[config.mk]
export PLATFORM = sky130hd
export DESIGN_NAME = mem_controller
export DESIGN_NICKNAME = d
export VERILOG_FILES = /design/src/rtl/mem_controller.sv
export SDC_FILE = /design/constraint.sdc
export NUM_CORES = 1
export LEC_CHECK = 0
export BUFFER_PORTS_ARGS = -buffer_cell sky130_fd_sc_hd__buf_4
export CORE_AREA = 5 5 180 182
export CTS_CLUSTER_DIAMETER = 80
export DETAILED_ROUTE_END_ITERATION = 8
export DIE_AREA = 0 0 185 187
export PLACE_DENSITY = 0.75
export SLEW_MARGIN = 30
export SYNTH_ARGS = -nofsm -noshare
export SYNTH_HDL_FRONTEND = slang
export SYNTH_SLANG_ARGS = --single-unit
export TNS_END_PERCENT = 30
[constraint.sdc]
create_clock -name clk -period 5.8 [get_ports clk]
set_input_delay 0.58 -clock clk [delete_from_list [all_inputs] [get_ports clk]]
set_output_delay 0.58 -clock clk [all_outputs]
set_load 0.02 [all_outputs]
[src/rtl/mem_controller.sv]
// Shares NUM_CHANNELS data-memory ports among NUM_CONSUMERS load-store units.
// Requests are granted round-robin and each channel runs its own request/wait/relay FSM.
module mem_controller #(
    parameter int NUM_CONSUMERS = 8,
    parameter int NUM_CHANNELS  = 1,
    parameter int ADDR_BITS     = 8,
    parameter int DATA_BITS     = 16
) (
    input  logic                                        clk,
    input  logic                                        reset,
    input  logic [NUM_CONSUMERS-1:0]                    consumer_read_valid,
    input  logic [NUM_CONSUMERS-1:0][ADDR_BITS-1:0]     consumer_read_address,
    output logic [NUM_CONSUMERS-1:0]                    consumer_read_ready,
    output logic [NUM_CONSUMERS-1:0][DATA_BITS-1:0]     consumer_read_data,
    input  logic [NUM_CONSUMERS-1:0]                    consumer_write_valid,
    input  logic [NUM_CONSUMERS-1:0][ADDR_BITS-1:0]     consumer_write_address,
    input  logic [NUM_CONSUMERS-1:0][DATA_BITS-1:0]     consumer_write_data,
    output logic [NUM_CONSUMERS-1:0]                    consumer_write_ready,
    output logic [NUM_CHANNELS-1:0]                     mem_read_valid,
    output logic [NUM_CHANNELS-1:0][ADDR_BITS-1:0]      mem_read_address,
    input  logic [NUM_CHANNELS-1:0]                     mem_read_ready,
    input  logic [NUM_CHANNELS-1:0][DATA_BITS-1:0]      mem_read_data,
    output logic [NUM_CHANNELS-1:0]                     mem_write_valid,
    output logic [NUM_CHANNELS-1:0][ADDR_BITS-1:0]      mem_write_address,
    output logic [NUM_CHANNELS-1:0][DATA_BITS-1:0]      mem_write_data,
    input  logic [NUM_CHANNELS-1:0]                     mem_write_ready
);
    localparam int IW = (NUM_CONSUMERS > 1) ? $clog2(NUM_CONSUMERS) : 1;

    localparam logic [2:0] ST_IDLE           = 3'd0;
    localparam logic [2:0] ST_READ_WAITING   = 3'd1;
    localparam logic [2:0] ST_WRITE_WAITING  = 3'd2;
    localparam logic [2:0] ST_READ_RELAYING  = 3'd3;
    localparam logic [2:0] ST_WRITE_RELAYING = 3'd4;

    logic [NUM_CHANNELS-1:0][2:0]                   r_state,  w_state_nxt;
    logic [NUM_CHANNELS-1:0][IW-1:0]                r_idx,    w_idx_nxt;
    logic [NUM_CONSUMERS-1:0]                       r_claim,  w_claim_nxt;
    logic [IW-1:0]                                  r_rr_ptr, w_rr_ptr_nxt;
    logic [NUM_CHANNELS-1:0]                        w_grant;
    logic [NUM_CHANNELS-1:0]                        w_grant_rd;
    logic [NUM_CHANNELS-1:0][IW-1:0]                w_grant_idx;

    logic [NUM_CONSUMERS-1:0]                       r_consumer_read_ready,  w_consumer_read_ready_nxt;
    logic [NUM_CONSUMERS-1:0][DATA_BITS-1:0]        r_consumer_read_data,   w_consumer_read_data_nxt;
    logic [NUM_CONSUMERS-1:0]                       r_consumer_write_ready, w_consumer_write_ready_nxt;
    logic [NUM_CHANNELS-1:0]                        r_mem_read_valid,       w_mem_read_valid_nxt;
    logic [NUM_CHANNELS-1:0][ADDR_BITS-1:0]         r_mem_read_address,     w_mem_read_address_nxt;
    logic [NUM_CHANNELS-1:0]                        r_mem_write_valid,      w_mem_write_valid_nxt;
    logic [NUM_CHANNELS-1:0][ADDR_BITS-1:0]         r_mem_write_address,    w_mem_write_address_nxt;
    logic [NUM_CHANNELS-1:0][DATA_BITS-1:0]         r_mem_write_data,       w_mem_write_data_nxt;

    // Round-robin arbitration across idle channels and per-channel next state
    always_comb begin
        logic [NUM_CONSUMERS-1:0] v_taken;
        logic                     v_found;
        logic                     v_hit;
        int                       v_cand;
        int                       v_pick;
        w_state_nxt  = r_state;
        w_idx_nxt    = r_idx;
        w_claim_nxt  = r_claim;
        w_rr_ptr_nxt = r_rr_ptr;
        w_grant      = '0;
        w_grant_rd   = '0;
        w_grant_idx  = '0;
        v_taken      = r_claim;
        v_found      = 1'b0;
        v_hit        = 1'b0;
        v_cand       = 0;
        v_pick       = 0;
        for (int c = 0; c < NUM_CHANNELS; c++) begin
            case (r_state[c])
                ST_IDLE: begin
                    v_found = 1'b0;
                    v_pick  = 0;
                    for (int k = 0; k < NUM_CONSUMERS; k++) begin
                        v_cand  = (int'(r_rr_ptr) + k) % NUM_CONSUMERS;
                        v_hit   = !v_found && !v_taken[v_cand] &&
                                  (consumer_read_valid[v_cand] || consumer_write_valid[v_cand]);
                        v_pick  = v_hit ? v_cand : v_pick;
                        v_found = v_found | v_hit;
                    end
                    if (v_found) begin
                        v_taken[v_pick]     = 1'b1;
                        w_claim_nxt[v_pick] = 1'b1;
                        w_grant[c]          = 1'b1;
                        w_grant_idx[c]      = IW'(v_pick);
                        w_grant_rd[c]       = consumer_read_valid[v_pick];
                        w_idx_nxt[c]        = IW'(v_pick);
                        w_state_nxt[c]      = consumer_read_valid[v_pick] ? ST_READ_WAITING
                                                                          : ST_WRITE_WAITING;
                        w_rr_ptr_nxt        = IW'((v_pick + 1) % NUM_CONSUMERS);
                    end else begin
                        w_state_nxt[c] = ST_IDLE;
                    end
                end
                ST_READ_WAITING: begin
                    w_state_nxt[c] = mem_read_ready[c] ? ST_READ_RELAYING : ST_READ_WAITING;
                end
                ST_WRITE_WAITING: begin
                    w_state_nxt[c] = mem_write_ready[c] ? ST_WRITE_RELAYING : ST_WRITE_WAITING;
                end
                ST_READ_RELAYING: begin
                    if (!consumer_read_valid[r_idx[c]]) begin
                        w_state_nxt[c]         = ST_IDLE;
                        w_claim_nxt[r_idx[c]]  = 1'b0;
                    end else begin
                        w_state_nxt[c] = ST_READ_RELAYING;
                    end
                end
                ST_WRITE_RELAYING: begin
                    if (!consumer_write_valid[r_idx[c]]) begin
                        w_state_nxt[c]         = ST_IDLE;
                        w_claim_nxt[r_idx[c]]  = 1'b0;
                    end else begin
                        w_state_nxt[c] = ST_WRITE_RELAYING;
                    end
                end
                default: begin
                    w_state_nxt[c] = ST_IDLE;
                end
            endcase
        end
    end

    // Next values of the registered memory-side and consumer-side outputs
    always_comb begin
        w_consumer_read_ready_nxt  = r_consumer_read_ready;
        w_consumer_read_data_nxt   = r_consumer_read_data;
        w_consumer_write_ready_nxt = r_consumer_write_ready;
        w_mem_read_valid_nxt       = r_mem_read_valid;
        w_mem_read_address_nxt     = r_mem_read_address;
        w_mem_write_valid_nxt      = r_mem_write_valid;
        w_mem_write_address_nxt    = r_mem_write_address;
        w_mem_write_data_nxt       = r_mem_write_data;
        for (int c = 0; c < NUM_CHANNELS; c++) begin
            case (r_state[c])
                ST_IDLE: begin
                    if (w_grant[c] && w_grant_rd[c]) begin
                        w_mem_read_valid_nxt[c]    = 1'b1;
                        w_mem_read_address_nxt[c]  = consumer_read_address[w_grant_idx[c]];
                    end else if (w_grant[c]) begin
                        w_mem_write_valid_nxt[c]   = 1'b1;
                        w_mem_write_address_nxt[c] = consumer_write_address[w_grant_idx[c]];
                        w_mem_write_data_nxt[c]    = consumer_write_data[w_grant_idx[c]];
                    end else begin
                        w_mem_read_valid_nxt[c]    = 1'b0;
                        w_mem_write_valid_nxt[c]   = 1'b0;
                    end
                end
                ST_READ_WAITING: begin
                    if (mem_read_ready[c]) begin
                        w_mem_read_valid_nxt[c]             = 1'b0;
                        w_consumer_read_ready_nxt[r_idx[c]] = 1'b1;
                        w_consumer_read_data_nxt[r_idx[c]]  = mem_read_data[c];
                    end else begin
                        w_mem_read_valid_nxt[c] = 1'b1;
                    end
                end
                ST_WRITE_WAITING: begin
                    if (mem_write_ready[c]) begin
                        w_mem_write_valid_nxt[c]             = 1'b0;
                        w_consumer_write_ready_nxt[r_idx[c]] = 1'b1;
                    end else begin
                        w_mem_write_valid_nxt[c] = 1'b1;
                    end
                end
                // Ready stays up exactly as long as the consumer keeps its valid asserted
                ST_READ_RELAYING: begin
                    w_consumer_read_ready_nxt[r_idx[c]]  = consumer_read_valid[r_idx[c]];
                end
                ST_WRITE_RELAYING: begin
                    w_consumer_write_ready_nxt[r_idx[c]] = consumer_write_valid[r_idx[c]];
                end
                default: begin
                    w_mem_read_valid_nxt[c]  = 1'b0;
                    w_mem_write_valid_nxt[c] = 1'b0;
                end
            endcase
        end
    end

    // State, arbitration and output registers with synchronous reset
    always_ff @(posedge clk) begin
        if (reset) begin
            r_state                <= '0;
            r_idx                  <= '0;
            r_claim                <= '0;
            r_rr_ptr               <= '0;
            r_consumer_read_ready  <= '0;
            r_consumer_read_data   <= '0;
            r_consumer_write_ready <= '0;
            r_mem_read_valid       <= '0;
            r_mem_read_address     <= '0;
            r_mem_write_valid      <= '0;
            r_mem_write_address    <= '0;
            r_mem_write_data       <= '0;
        end else begin
            r_state                <= w_state_nxt;
            r_idx                  <= w_idx_nxt;
            r_claim                <= w_claim_nxt;
            r_rr_ptr               <= w_rr_ptr_nxt;
            r_consumer_read_ready  <= w_consumer_read_ready_nxt;
            r_consumer_read_data   <= w_consumer_read_data_nxt;
            r_consumer_write_ready <= w_consumer_write_ready_nxt;
            r_mem_read_valid       <= w_mem_read_valid_nxt;
            r_mem_read_address     <= w_mem_read_address_nxt;
            r_mem_write_valid      <= w_mem_write_valid_nxt;
            r_mem_write_address    <= w_mem_write_address_nxt;
            r_mem_write_data       <= w_mem_write_data_nxt;
        end
    end

    assign consumer_read_ready  = r_consumer_read_ready;
    assign consumer_read_data   = r_consumer_read_data;
    assign consumer_write_ready = r_consumer_write_ready;
    assign mem_read_valid       = r_mem_read_valid;
    assign mem_read_address     = r_mem_read_address;
    assign mem_write_valid      = r_mem_write_valid;
    assign mem_write_address    = r_mem_write_address;
    assign mem_write_data       = r_mem_write_data;

endmodule

-- Word-level counts from Yosys, hierarchy flattened
Index checks and enable logic that the tools add are counted.
- order comparisons: 13
- add/subtract/negate cells: 8
- equal/unequal tests: 11
- muxes and demuxes: 128
- reduce and logical (&&, ||, !) cells: 63
- bitwise logic cells: 22
- operators with widths (operator ; count):
    $mux W32 ; 7
    $bwmux W128 ; 1
    $bmux W1 S3 ; 27
    $mux W1 ; 61
    $mux W8 ; 7
    $bmux W16 S3 ; 1
    $bmux W8 S3 ; 2
    $demux W16 S3 ; 1
    $lt A4 B5 Y1 const B ; 7
    $ge A32 B1 Y1 const B ; 1
    $lt A32 B5 Y1 const B ; 1
    $mux W16 ; 2
    $pmux W8 S2 ; 2
    $reduce_or A3 Y1 ; 9
    $or A8 B8 Y8 ; 3
    $pmux W8 S3 ; 1
    $logic_and A1 B1 Y1 ; 18
    $bwmux W8 ; 2
    $logic_not A1 Y1 ; 15
    $mux W3 ; 5
    $pmux W3 S5 ; 1
    $reduce_and A2 Y1 ; 7
    $add A3 B3 Y3 const B ; 4
    $lt A3 B4 Y1 const B ; 3
    other kinds (22) ; 57
- output and inout bits: 178
- word-level logic and storage cells: 264
- register bits after elaboration: 195
- bits of input ports: 292

-- Depth between registers and ports, before layout
Gate-level depths: netlist (run 1).
- depth after elaboration: 42
- mapped depth: 18

-- Worst setup path before layout (run 1)
OpenSTA, ideal clock, no wires.
- kind: reg-to-reg
- from: reg r_rr_ptr[1]
- to: reg r_mem_write_address (netlist bit mem_write_address[7])
- library setup time: 0.072 ns
- arrival time: 3.907 ns
- stages on the path, launching flop included: 18
- slack: 1.822 ns
- period minus slack after synthesis: 3.978 ns
- path buffers: 6
- cells stage by stage: dfxtp_1 -> buf_4 -> inv_2 -> buf_2 -> ha_1 -> buf_2 -> mux4_2 -> mux2_4 -> and4_4 -> buf_6 -> a221o_2 -> nand2_2 -> buf_4 -> a2111o_2 -> o2111ai_2 -> o21ai_4 -> buf_6 -> mux2i_1
- cells in the longest elaborated chain, start to end: 40
- elaborated cells on any way between the ends: 143
- RTL lines (element ; line ; text):
    from (decl) ; 39 ; logic [IW-1:0] r_rr_ptr, w_rr_ptr_nxt;
    from (signal assigned) ; 203 ; r_rr_ptr <= w_rr_ptr_nxt;
    $add A3 B1 Y3, or another cell as far along ; 78 ; v_cand = (int'(r_rr_ptr) + k) % NUM_CONSUMERS;
    $bmux W1 S3, or another cell as far along ; 79 ; v_hit = !v_found && !v_taken[v_cand] &&
    $mux W1 (not written as such), or another cell as far along ; 79 ;
    $mux W1 (not written as such) / $logic_and A1 B1 Y1 (equally long branches) ; 79 ;
    $logic_not A1 Y1 ; 79 ;
    $logic_and A1 B1 Y1 (2 in a row) ; 79 ;
    $or A1 B1 Y1 ; 82 ; v_found = v_found | v_hit;
    $logic_not A1 Y1 ; 79 ;
    [... 22 more ...] ; -- ;
    $mux W32 ; 81 ; v_pick = v_hit ? v_cand : v_pick;
    $bmux W1 S3 ; 89 ; w_grant_rd[c] = consumer_read_valid[v_pick];
    $mux W1 (not written as such) (2 in a row) ; 89 ;
    $mux W1 ; 84 ; if (v_found) begin
    $mux W1 ; 73 ; case (r_state[c])
    $logic_and A1 B1 Y1 ; 140 ; if (w_grant[c] && w_grant_rd[c]) begin
    $not A1 Y1 (no source line) ; -- ;
    $reduce_and A3 Y1 (no source line) ; -- ;
    to (signal assigned) ; 210 ; r_mem_write_address <= w_mem_write_address_nxt;
    to (decl) ; 50 ; logic [NUM_CHANNELS-1:0][ADDR_BITS-1:0] r_mem_write_address, w_mem_write_address_nxt;
Parallel ways exist; a longest one is shown, timed or not. The select of a mux whose other input is x is not followed.
A chain may end at the register's enable or synchronous reset.

-- Worst setup path after layout (run 1)
- from: reg r_rr_ptr[1]
- to: reg r_mem_write_data (netlist bit mem_write_data[3])
- cells in the longest elaborated chain, start to end: 40
- elaborated cells on any way between the ends: 143
- RTL lines (element ; line ; text):
    $add A3 B1 Y3, or another cell as far along ; 78 ;
    $bmux W1 S3, or another cell as far along ; 79 ;
    $mux W1 (not written as such), or another cell as far along ; 79 ;
    $mux W1 (not written as such) / $logic_and A1 B1 Y1 (equally long branches) ; 79 ;
    $logic_not A1 Y1 ; 79 ;
    $logic_and A1 B1 Y1 (2 in a row) ; 79 ;
    $or A1 B1 Y1 ; 82 ;
    $logic_not A1 Y1 ; 79 ;
    [... 22 more ...] ; -- ;
    $mux W32 ; 81 ;
    $bmux W1 S3 ; 89 ;
    $mux W1 (not written as such) (2 in a row) ; 89 ;
    $mux W1 ; 84 ;
    $mux W1 ; 73 ;
    $logic_and A1 B1 Y1 ; 140 ;
    $not A1 Y1 (no source line) ; -- ;
    $reduce_and A3 Y1 (no source line) ; -- ;
    to (signal assigned) ; 211 ; r_mem_write_data <= w_mem_write_data_nxt;
    to (decl) ; 51 ; logic [NUM_CHANNELS-1:0][DATA_BITS-1:0] r_mem_write_data, w_mem_write_data_nxt;
Parallel ways exist; a longest one is shown, timed or not. The select of a mux whose other input is x is not followed.

==> flow_summary.yaml, run 1 <==
yosys:
  yosys_register_bits: 195
  synth.distinct_cells: 84
  syn-cell-area_mm2: 0.0110
  synth_nets: 1575
  async_flop_share_pct: 0
  postSynthCellCount: 1280
  synth_common_cells: "329 x nand2_1, 195 x dfxtp_1, 172 x a21oi_1"
  seq_area_frac_synth_pct: 35.4
  yosysWarnings: 0
  avgSynthCellArea_um2: 8.61
  synth_edf_count: 0
  ys.flop_type: "dfxtp_1"
  netlist.area_leader.share_pct: 35.4
  synth_most_common_cell: "nand2_1"
  synth_top_area_cell: "dfxtp_1"
  synth_area_leaders: "dfxtp_1 35%, nand2_1 11%, mux2i_1 9.4%, a21oi_1 7.8%, mux2_2 5.5%"
power:
  peakVddDrop_v: 0.000289
  powerDensity_mw_per_mm2: 466
  clockPowerShare_pct: 18.6
  power_frac_comb_pct: 58.4
  pwr-share-seq_pct: 23.0
  p_int_w: 0.00387
  p_leak_nw: 6.43
  p_sw_share_pct: 45.9
  switching_power_w: 0.00328
final_layout:
  final_cells: 2087
  nNetsFinal: 1973
  syn_to_final_growth_pct: 39.2
  insertedDiodeCount: 0
  drive_gt1_share_pct: 38.4
die:
  dieArea_mm2: 0.0346
  core_mm2: 0.0304
  rows: 64
  die_y_um: 187
  die_w_um: 185
  ioPinCount: 470
  start_util_pct: 36.2
sta:
  period_minus_slack_ns: 4.51
  max_clock_freq_mhz: 222
  finClkSkew_ns: 0.0268
  rsz0062_at_grt: "false"
  setup_viol: 0
  fin_crit_sh_pct: 77.8
  worstMarginPinSlew_ns: 0.990
  tns_ns: 0
  finalHoldViolCount: 0
  slew_violations: 0
  slew_headroom_pct: 33.6
setup_path:
  crit_chain: "inv_2 > ha_1 > inv_1 > mux4_2 > a21o_1 > a221o_2 > nand2_2 > inv_2 > a21oi_2 > o2111ai_2 > o21ai_4 > buf_4 > mux2i_1"
  slowest_stage: "ha_1"
  cpPeakStageDelay_ns: 0.67
  critPathRequiredTime_ns: 6.17
  critPathKind: "register to register"
  start_kind: "register"
  critPathBufInv: 4
  cp-end-kind: "register"
  critPathArrivalTime_ns: 4.88
  crit_fanout: 24
  critPathTopFamily: "compound AO/OA/AOI/OAI gates"
  crit_path_frequent_cell: "inv_2"
detailed_routing:
  wl_mm: 47.3
  drc: 0
  antenna_left: 0
  drtIter0Drc: 1138
  drtPass1Iterations: 5
  vias: 11700
  wl_per_cell_um: 22.7
  vias_per_cell: 5.62
cts:
  cts_setup_buffers: 0
  cts_hold_buf: 0
  clock_path_buffers: 2
  cts_buffers: 17
  insertion_delay_ns: 0.46
  clock_sinks: 195
  ctsResizeCount: 0
  clkTransAtPathRegs_ns: 0.10
  clock-root-buffer: "clkbuf_16"
  cts_tree: "yes"
  htreeDepth: 4
placed_design:
  portBuffers: 469
  dp_cells: 2055
  gp_congestion: 0.948
  dp_hpwl_mm: 36.4
global_routing:
  grt_pass1_wl_mm: 70.6
  track_usage_pct: 26.2
  gr-total-overflow: 0
  first_global_vias: 11500
  antenna_found_initial: 0
  grt_max_degree: 85
job:
  cap_violations: 0
min_path:
  hold_class: "input port to register"
outcome:
  outcome: "finished, final reports clean"
[through the flow]
| stage | util, % | hold slack [ns] | cell area (um^2) | setup slack, ns | total power, W |
|---|---|---|---|---|---|
| detailed placement | 48.2 | 0.447 | 14700 | 1.27 | 0.00575 |
| finish | 50.4 | 0.415 | 15300 | 1.29 | 0.00715 |
| global placement | 48.2 | 0.442 | 14700 | 1.39 | 0.00571 |
| CTS | 50.4 | 0.411 | 15300 | 1.34 | 0.00708 |
| global route | 50.4 | 0.422 | 15300 | 1.04 | 0.00752 |
| floorplan | - | 0.439 | 11000 | 1.82 | 0.00469 |
[sequential cells by signal (all words and copies together), names as in the netlist]
register              count
r_idx                     3
r_rr_ptr                  3
r_claim                   8
mem_read_address          8
mem_read_valid            1
mem_write_data           16
consumer_read_ready       8
consumer_read_data      128
consumer_write_ready      8
mem_write_address         8
mem_write_valid           1
r_state                   3
[cells in the final DEF (no fill, tap or decap), types with 24 or more instances in the layout]
master / instances
buf_4: 491
nand2_1: 329
dfxtp_1: 195
a21oi_1: 172
mux2i_1: 104
mux2_2: 54
mux4_2: 26
nor2_1: 25
a21o_1: 25
o221ai_1: 24
[worst paths after layout]
check                                      startpoint                endpoint  slack [ns]  cells past startpoint
worst min register to register  consumer_read_data[6]   consumer_read_data[6]        0.46                      2
worst max register to register            r_rr_ptr[1]       mem_write_data[3]        1.29                     13
worst max-delay path                      r_rr_ptr[1]       mem_write_data[3]        1.29                     13
worst min-delay path                mem_read_data[13]  consumer_read_data[93]        0.41                      3
[power by group through the flow]
stage | Sequential [W] | Combinational [W] | Clock [W]
after floorplan | 0.00170 | 0.00299 | 0
after global placement | 0.00166 | 0.00404 | 0
after detailed placement | 0.00166 | 0.00409 | 0
after CTS | 0.00163 | 0.00411 | 0.00134
after global routing | 0.00166 | 0.00446 | 0.00140
final | 0.00165 | 0.00418 | 0.00133
[metal layers]
| layer | up-vias | track usage [%] | wire [um] |
|---|---|---|---|
| met3 | 55 | 6.57 | 4460 |
| met4 | 0 | 6.89 | 1170 |
| met5 | - | 0 | 0 |
| li1 | 5391 | - | - |
| met1 | 5646 | 36.3 | 19800 |
| met2 | 627 | 40.8 | 21900 |
[worst reg2reg max path, cell delays in order (launching register included)]
cell and delay, ns:
dfxtp_1 0.35, inv_2 0.13, ha_1 0.67, inv_1 0.28
mux4_2 0.63, a21o_1 0.23, a221o_2 0.42, nand2_2 0.22
inv_2 0.20, a21oi_2 0.23, o2111ai_2 0.20, o21ai_4 0.18
buf_4 0.44, mux2i_1 0.26
[logic make-up after synthesis]
group,synth area share [%]
and+or+nand+nor,15.8
AOI/OAI and AO/OA,21.4
DFF,35.4
muxes,20.9
buffers and inverters,5.46
xor gates and xnor gates,0.624
adders and majority gates,0.341
[cell type report]
class,count,area (um^2)
Clock buffer,17,425
Sequential cell,195,3900
Timing Repair Buffer,492,3710
Multi-Input combinational cell,962,6540
Fill cell,2823,15100
Inverter,10,37.5
Clock inverter,15,238
Tap cell,396,495
Power figures use the tool's default switching activity.
==> run 2: changes to the inputs <==
--- a/config.mk
+++ b/config.mk
@@ -6,11 +6,11 @@
 export NUM_CORES = 1
 export LEC_CHECK = 0
 export BUFFER_PORTS_ARGS = -buffer_cell sky130_fd_sc_hd__buf_4
-export CORE_AREA = 5 5 180 182
+export CORE_AREA = 5 5 179 181
 export CTS_CLUSTER_DIAMETER = 80
 export DETAILED_ROUTE_END_ITERATION = 8
-export DIE_AREA = 0 0 185 187
-export PLACE_DENSITY = 0.75
+export DIE_AREA = 0 0 184 186
+export PLACE_DENSITY = 0.78
 export SLEW_MARGIN = 30
 export SYNTH_ARGS = -nofsm -noshare
 export SYNTH_HDL_FRONTEND = slang
==> constraint.sdc (replaced) <==
create_clock -name clk -period 3.75 [get_ports clk]
set_input_delay 0.375 -clock clk [delete_from_list [all_inputs] [get_ports clk]]
set_output_delay 0.375 -clock clk [all_outputs]
set_load 0.02 [all_outputs]
==> run 2 against run 1 <==
Against the previous run:
- register-to-register slack worse by 1.2 ns
- first-iteration DRC count up 3.7%
- core utilization up 4.2 points
- sequential power increased by 54%
- hold slack worse by 0.17 ns
- non-clock buffer count up 110
- power rose by 80%
- routed wire length increased by 7.4%
- cell count up 5.3%
- critical path depth rose by 2
- design area is 7.7% higher
- critical endpoint is now mem_read_address[5]
- largest cell class unchanged
- highest routed layer is now met5
==> flow_summary.yaml, run 2 (synthesis gave the netlist of run 1 again) <==
die:
  ioPinCount: 470
  start_util_pct: 36.4
  die_w_um: 184
  core_mm2: 0.0303
  rows: 64
  die_y_um: 186
  dieArea_mm2: 0.0342
final_layout:
  drive_gt1_share_pct: 43.7
  nNetsFinal: 2083
  largest_reg_flops: 128
  final_cell_mix: "581 x buf_4, 328 x nand2_1, 190 x dfxtp_1, 170 x a21oi_1, 102 x mux2i_1"
  design_area_mm2: 0.0165
  insertedDiodeCount: 0
  final_common_cell: "buf_4"
  syn_to_final_growth_pct: 50.0
sta:
  finalHoldViolCount: 0
  finClkSkew_ns: 0.0273
  max_clock_freq_mhz: 272
  worstMarginPinSlew_ns: 0.974
  slew_headroom_pct: 35.0
  slew_violations: 0
  worst_slack_ns: 0.0702
  setup_viol: 0
  period_minus_slack_ns: 3.68
  fin_crit_sh_pct: 98.1
min_path:
  min-delay-start: "mem_read_data[7]"
  hold_class: "input port to register"
  hold_depth: 3
detailed_routing:
  drc: 0
  drtIter0Drc: 1180
  wl_mm: 50.8
  vias: 12200
  wl_per_cell_um: 23.1
  antenna_left: 0
  drtPass1Iterations: 5
  vias_per_cell: 5.58
global_routing:
  first_global_vias: 12100
  antenna_found_initial: 1
  grt_pass1_wl_mm: 73.1
  grt_max_degree: 95
  track_usage_pct: 27.7
  gr-total-overflow: 0
cts:
  clock_path_buffers: 2
  htreeDepth: 4
  cts_buffers: 17
  clkTransAtPathRegs_ns: 0.09
  clock_sinks: 195
  cts_tree: "yes"
  clock-root-buffer: "clkbuf_16"
  insertion_delay_ns: 0.44
setup_path:
  cpPeakStageDelay_ns: 0.47
  start_kind: "register"
  crit_path_frequent_cell: "buf_4"
  r2r_cells: 15
  crit_fanout: 19
  critPathKind: "register to register"
  slowest_stage: "mux4_2"
  critPathRequiredTime_ns: 4.02
  critPathArrivalTime_ns: 3.95
  cp-end-kind: "register"
  cp-startpoint: "r_claim[4]"
  crit_chain: "o21bai_2 > buf_4 > mux4_2 > mux2_4 > buf_4 > a31o_1 > o211a_1 > o21bai_4 > buf_8 > buf_12 > clkbuf_16 > and3_1 > a211o_1 > nand3_1 > a311oi_1"
  r2r-start: "r_claim[4]"
power:
  powerDensity_mw_per_mm2: 780
  peakVddDrop_v: 0.000483
  p_leak_nw: 7.04
job:
  cap_violations: 0
outcome:
  outcome: "finished, final reports clean"
placed_design:
  place_ws_ns: -0.192
  dpl_cell_area_mm2: 0.0155
  portBuffers: 469
  dp_hpwl_mm: 38.8
  gp_congestion: 0.992
run 2: changes by cell type in the layout (fill, tap and decap cells not counted), moves of 4 or more:
cell / change
buf_4: +90
dfxtp_2: +5
a311oi_1: -4
buf_6: +8
buf_12: +7
dfxtp_1: -5
run 2: path summary, 6_finish.rpt:
path	end	slack (ns)
hold / removal	consumer_read_data[39]	0.24
hold reg to reg	consumer_read_data[49]	0.46
setup reg to reg	mem_read_address[5]	0.07
setup / recovery	mem_read_address[5]	0.07
run 2: report_power, final:
group	total (W)	switching (W)	leakage, nW	internal [W]
Clock	0.00194	0.00101	0.296	0.000927
Sequential	0.00254	0.000238	1.58	0.00231
Combinational	0.00842	0.00448	5.16	0.00394
Total	0.0129	0.00572	7.04	0.00718
run 2: per-layer routing:
metal	vias to the layer above	global-route usage (%)	wire, um
met3	86	5.51	4330
met2	644	44.3	23600
met5	-	0	13
met1	5916	38.1	21500
li1	5601	-	-
met4	2	8.16	1330
run 2: area by class of cell:
type                       count  area, um^2
timing repair buffer         602        4720
clock inverter                15         195
inverter                      10        38.8
fill                        2710       13700
clock buffer                  17         425
multi-input combinational    962        6750
sequential                   195        3910
tap                          396         495
run 2: what timing repair did:
item | CTS | global route
gates cloned | 0 | 3
setup buffers | 1 | 10
pin swaps | 1 | 19
endpoints found under the hold margin | 0 | 0
resized for setup | 5 | 49
setup endpoints to repair | 28 | 37
hold buffers | 0 | 0
run 2: critical path: cells and delay by family (launching register included):
family | cells | cell delay [ns]
AO/OA/AOI/OAI | 6 | 1.29
buffers and inverters | 5 | 0.77
flip-flops | 1 | 0.36
multiplexers | 2 | 0.78
AND/OR/NAND/NOR | 2 | 0.33
run 2: through the flow:
step / hold WS (ns) / TNS (ns) / utilization, % / instances / power (W)
CTS: 0.221 / 0 / 53.4 / 2185 / 0.0122
global route: 0.228 / -0.00295 / 54.6 / 2197 / 0.0135
finish: 0.240 / 0 / 54.6 / 2197 / 0.0129
detailed placement: 0.447 / -3.57 / 51.2 / 2152 / 0.0102
global placement: 0.443 / -6.30 / 51.2 / 2152 / 0.0101
floorplan: 0.439 / 0 / - / 1280 / 0.00734
==> run 3: changes to the inputs <==
--- a/config.mk
+++ b/config.mk
@@ -11,6 +11,7 @@
 export DETAILED_ROUTE_END_ITERATION = 8
 export DIE_AREA = 0 0 184 186
 export PLACE_DENSITY = 0.78
+export RECOVER_POWER = 25
 export SLEW_MARGIN = 30
 export SYNTH_ARGS = -nofsm -noshare
 export SYNTH_HDL_FRONTEND = slang
==> run 3 against run 2 <==
Against the previous run:
- hold slack better by 0.00082 ns
- clock skew shrank 0.0013 ns
- register-to-register slack about the same
- flip-flop and latch count stayed put
- combinational power shrank 0.5%
- via count is essentially flat
- routed wire length is essentially flat
- clock power hardly changed
- maximum frequency is 0.10% higher
- largest power group unchanged
==> flow_summary.yaml, run 3 (synthesis gave the netlist of run 1 again) <==
outcome:
  outcome: "finished, final reports clean"
cts:
  cts_buffers: 17
  htreeDepth: 4
  clock_sinks: 195
  clock-root-buffer: "clkbuf_16"
  cts_tree: "yes"
  clock_path_buffers: 2
  insertion_delay_ns: 0.44
  clkTransAtPathRegs_ns: 0.09
  cts_hold_buf: 0
sta:
  setup_viol: 0
  fin_crit_sh_pct: 98.0
  worstMarginPinSlew_ns: 0.997
  period_minus_slack_ns: 3.68
  tns_ns: 0
  max_clock_freq_mhz: 272
  slew_headroom_pct: 33.6
  whs_ns: 0.241
  finClkSkew_ns: 0.0259
  slew_violations: 0
  finalHoldViolCount: 0
setup_path:
  critPathRequiredTime_ns: 4.02
  critPathBufInv: 4
  start_kind: "register"
  r2r_end: "mem_read_address[3]"
  r2r-start: "r_claim[4]"
  critPathTopFamily: "compound AO/OA/AOI/OAI gates"
  slowest_stage: "mux4_2"
  cp-startpoint: "r_claim[4]"
  critPathKind: "register to register"
  crit_path_frequent_cell: "buf_4"
  r2r_cells: 14
  cpPeakStageDelay_ns: 0.48
  critPathArrivalTime_ns: 3.95
  endpoint: "mem_read_address[3]"
  crit_fanout: 19
  regToRegSetupSlack_ns: 0.07
  cp-end-kind: "register"
  cp.depth: 14
  crit_chain: "o21bai_2 > buf_4 > mux4_2 > mux2_4 > buf_4 > a31o_1 > o211a_1 > o21bai_4 > buf_8 > buf_12 > and3_1 > a211o_1 > nand3_1 > a311oi_1"
detailed_routing:
  antenna_left: 0
  wl_met3_mm: 4.65
  top_layer: "met4"
  vias_per_cell: 5.57
  drtPass1Iterations: 5
  drc: 0
  vias: 12300
  dr_wl_met2_mm: 23.5
  wl_met1_mm: 21.2
  drtIter0Drc: 1105
  wl_mm: 50.7
  wl_per_cell_um: 23.1
placed_design:
  dp_cells: 2152
  gp_congestion: 0.992
  dpl_cell_area_mm2: 0.0155
  dp_hpwl_mm: 38.8
  portBuffers: 469
global_routing:
  gr-total-overflow: 0
  antenna_found_initial: 1
  grt_max_degree: 95
  first_global_vias: 12100
  track_usage_pct: 27.7
  grt_pass1_wl_mm: 73.1
final_layout:
  design_area_mm2: 0.0162
  final_cells: 2198
  largest_reg_flops: 128
  syn_to_final_growth_pct: 46.9
  nNetsFinal: 2083
  final_common_cell: "buf_4"
  drive_gt1_share_pct: 38.6
  final_cell_mix: "489 x buf_4, 328 x nand2_1, 190 x dfxtp_1, 170 x a21oi_1, 102 x mux2i_1"
die:
  core_mm2: 0.0303
  dieArea_mm2: 0.0342
  die_w_um: 184
  start_util_pct: 36.4
  die_y_um: 186
  rows: 64
  ioPinCount: 470
min_path:
  hold_class: "input port to register"
  hold_depth: 3
power:
  p_total_w: 0.0129
  peakVddDrop_v: 0.000480
  p_leak_nw: 6.65
  powerDensity_mw_per_mm2: 794
job:
  cap_violations: 0
run 3: changes by cell type in the layout (fill, tap and decap cells not counted), sizes merged:
| cell | change |
|---|---|
| buf | -92 |
| clkbuf | +92 |
| diode | +1 |
run 3: worst min-delay path by stage:
stage | start | to | slack [ns]
floorplan | r_claim[0] | r_claim[0] | 0.44
global placement | consumer_read_data[24] | consumer_read_data[24] | 0.44
detailed placement | consumer_read_data[49] | consumer_read_data[49] | 0.45
CTS | mem_read_data[8] | consumer_read_data[72] | 0.22
global route | mem_read_data[7] | consumer_read_data[39] | 0.23
finish | mem_read_data[7] | consumer_read_data[39] | 0.24
run 3: repair_timing:
action | CTS | global route
pin swaps | 1 | 19
buffers inserted | 1 | 10
cloned | 0 | 3
setup endpoints to repair | 28 | 37
gates resized for setup | 5 | 49
run 3: cell type report:
cell class                      instances  area [um^2]
Antenna cell                            1         2.50
Multi-Input combinational cell        962         6750
Sequential cell                       195         3910
Clock inverter                         15          195
Clock buffer                           17          425
Inverter                               10         38.8
Fill cell                            2817        14100
Timing Repair Buffer                  602         4370
Tap cell                              396          495
run 3: per-layer routing:
metal / up-vias / GRT usage [%]
li1: 5613 / -
met1: 5918 / 38.1
met2: 638 / 44.3
met3: 84 / 5.51
met4: 0 / 8.16
met5: - / 0
run 3: stage by stage:
stage	util, %	setup slack, ns
floorplan	-	0.0120
finish	53.5	0.0739
CTS	53.4	0.00796
global placement	51.2	-0.254
detailed placement	51.2	-0.192
global route	53.5	-0.00234
run 3: where the power goes:
| group | leakage (nW) | switching (W) | internal [W] |
|---|---|---|---|
| Clock | 0.296 | 0.00101 | 0.000927 |
| Sequential | 1.58 | 0.000238 | 0.00231 |
| Combinational | 4.77 | 0.00448 | 0.00390 |
| Total | 6.65 | 0.00573 | 0.00713 |
run 3: worst min-delay path, cell delays in order:
cell and delay [ns]:
buf_4 0.15, nand2_1 0.06, a21oi_1 0.05
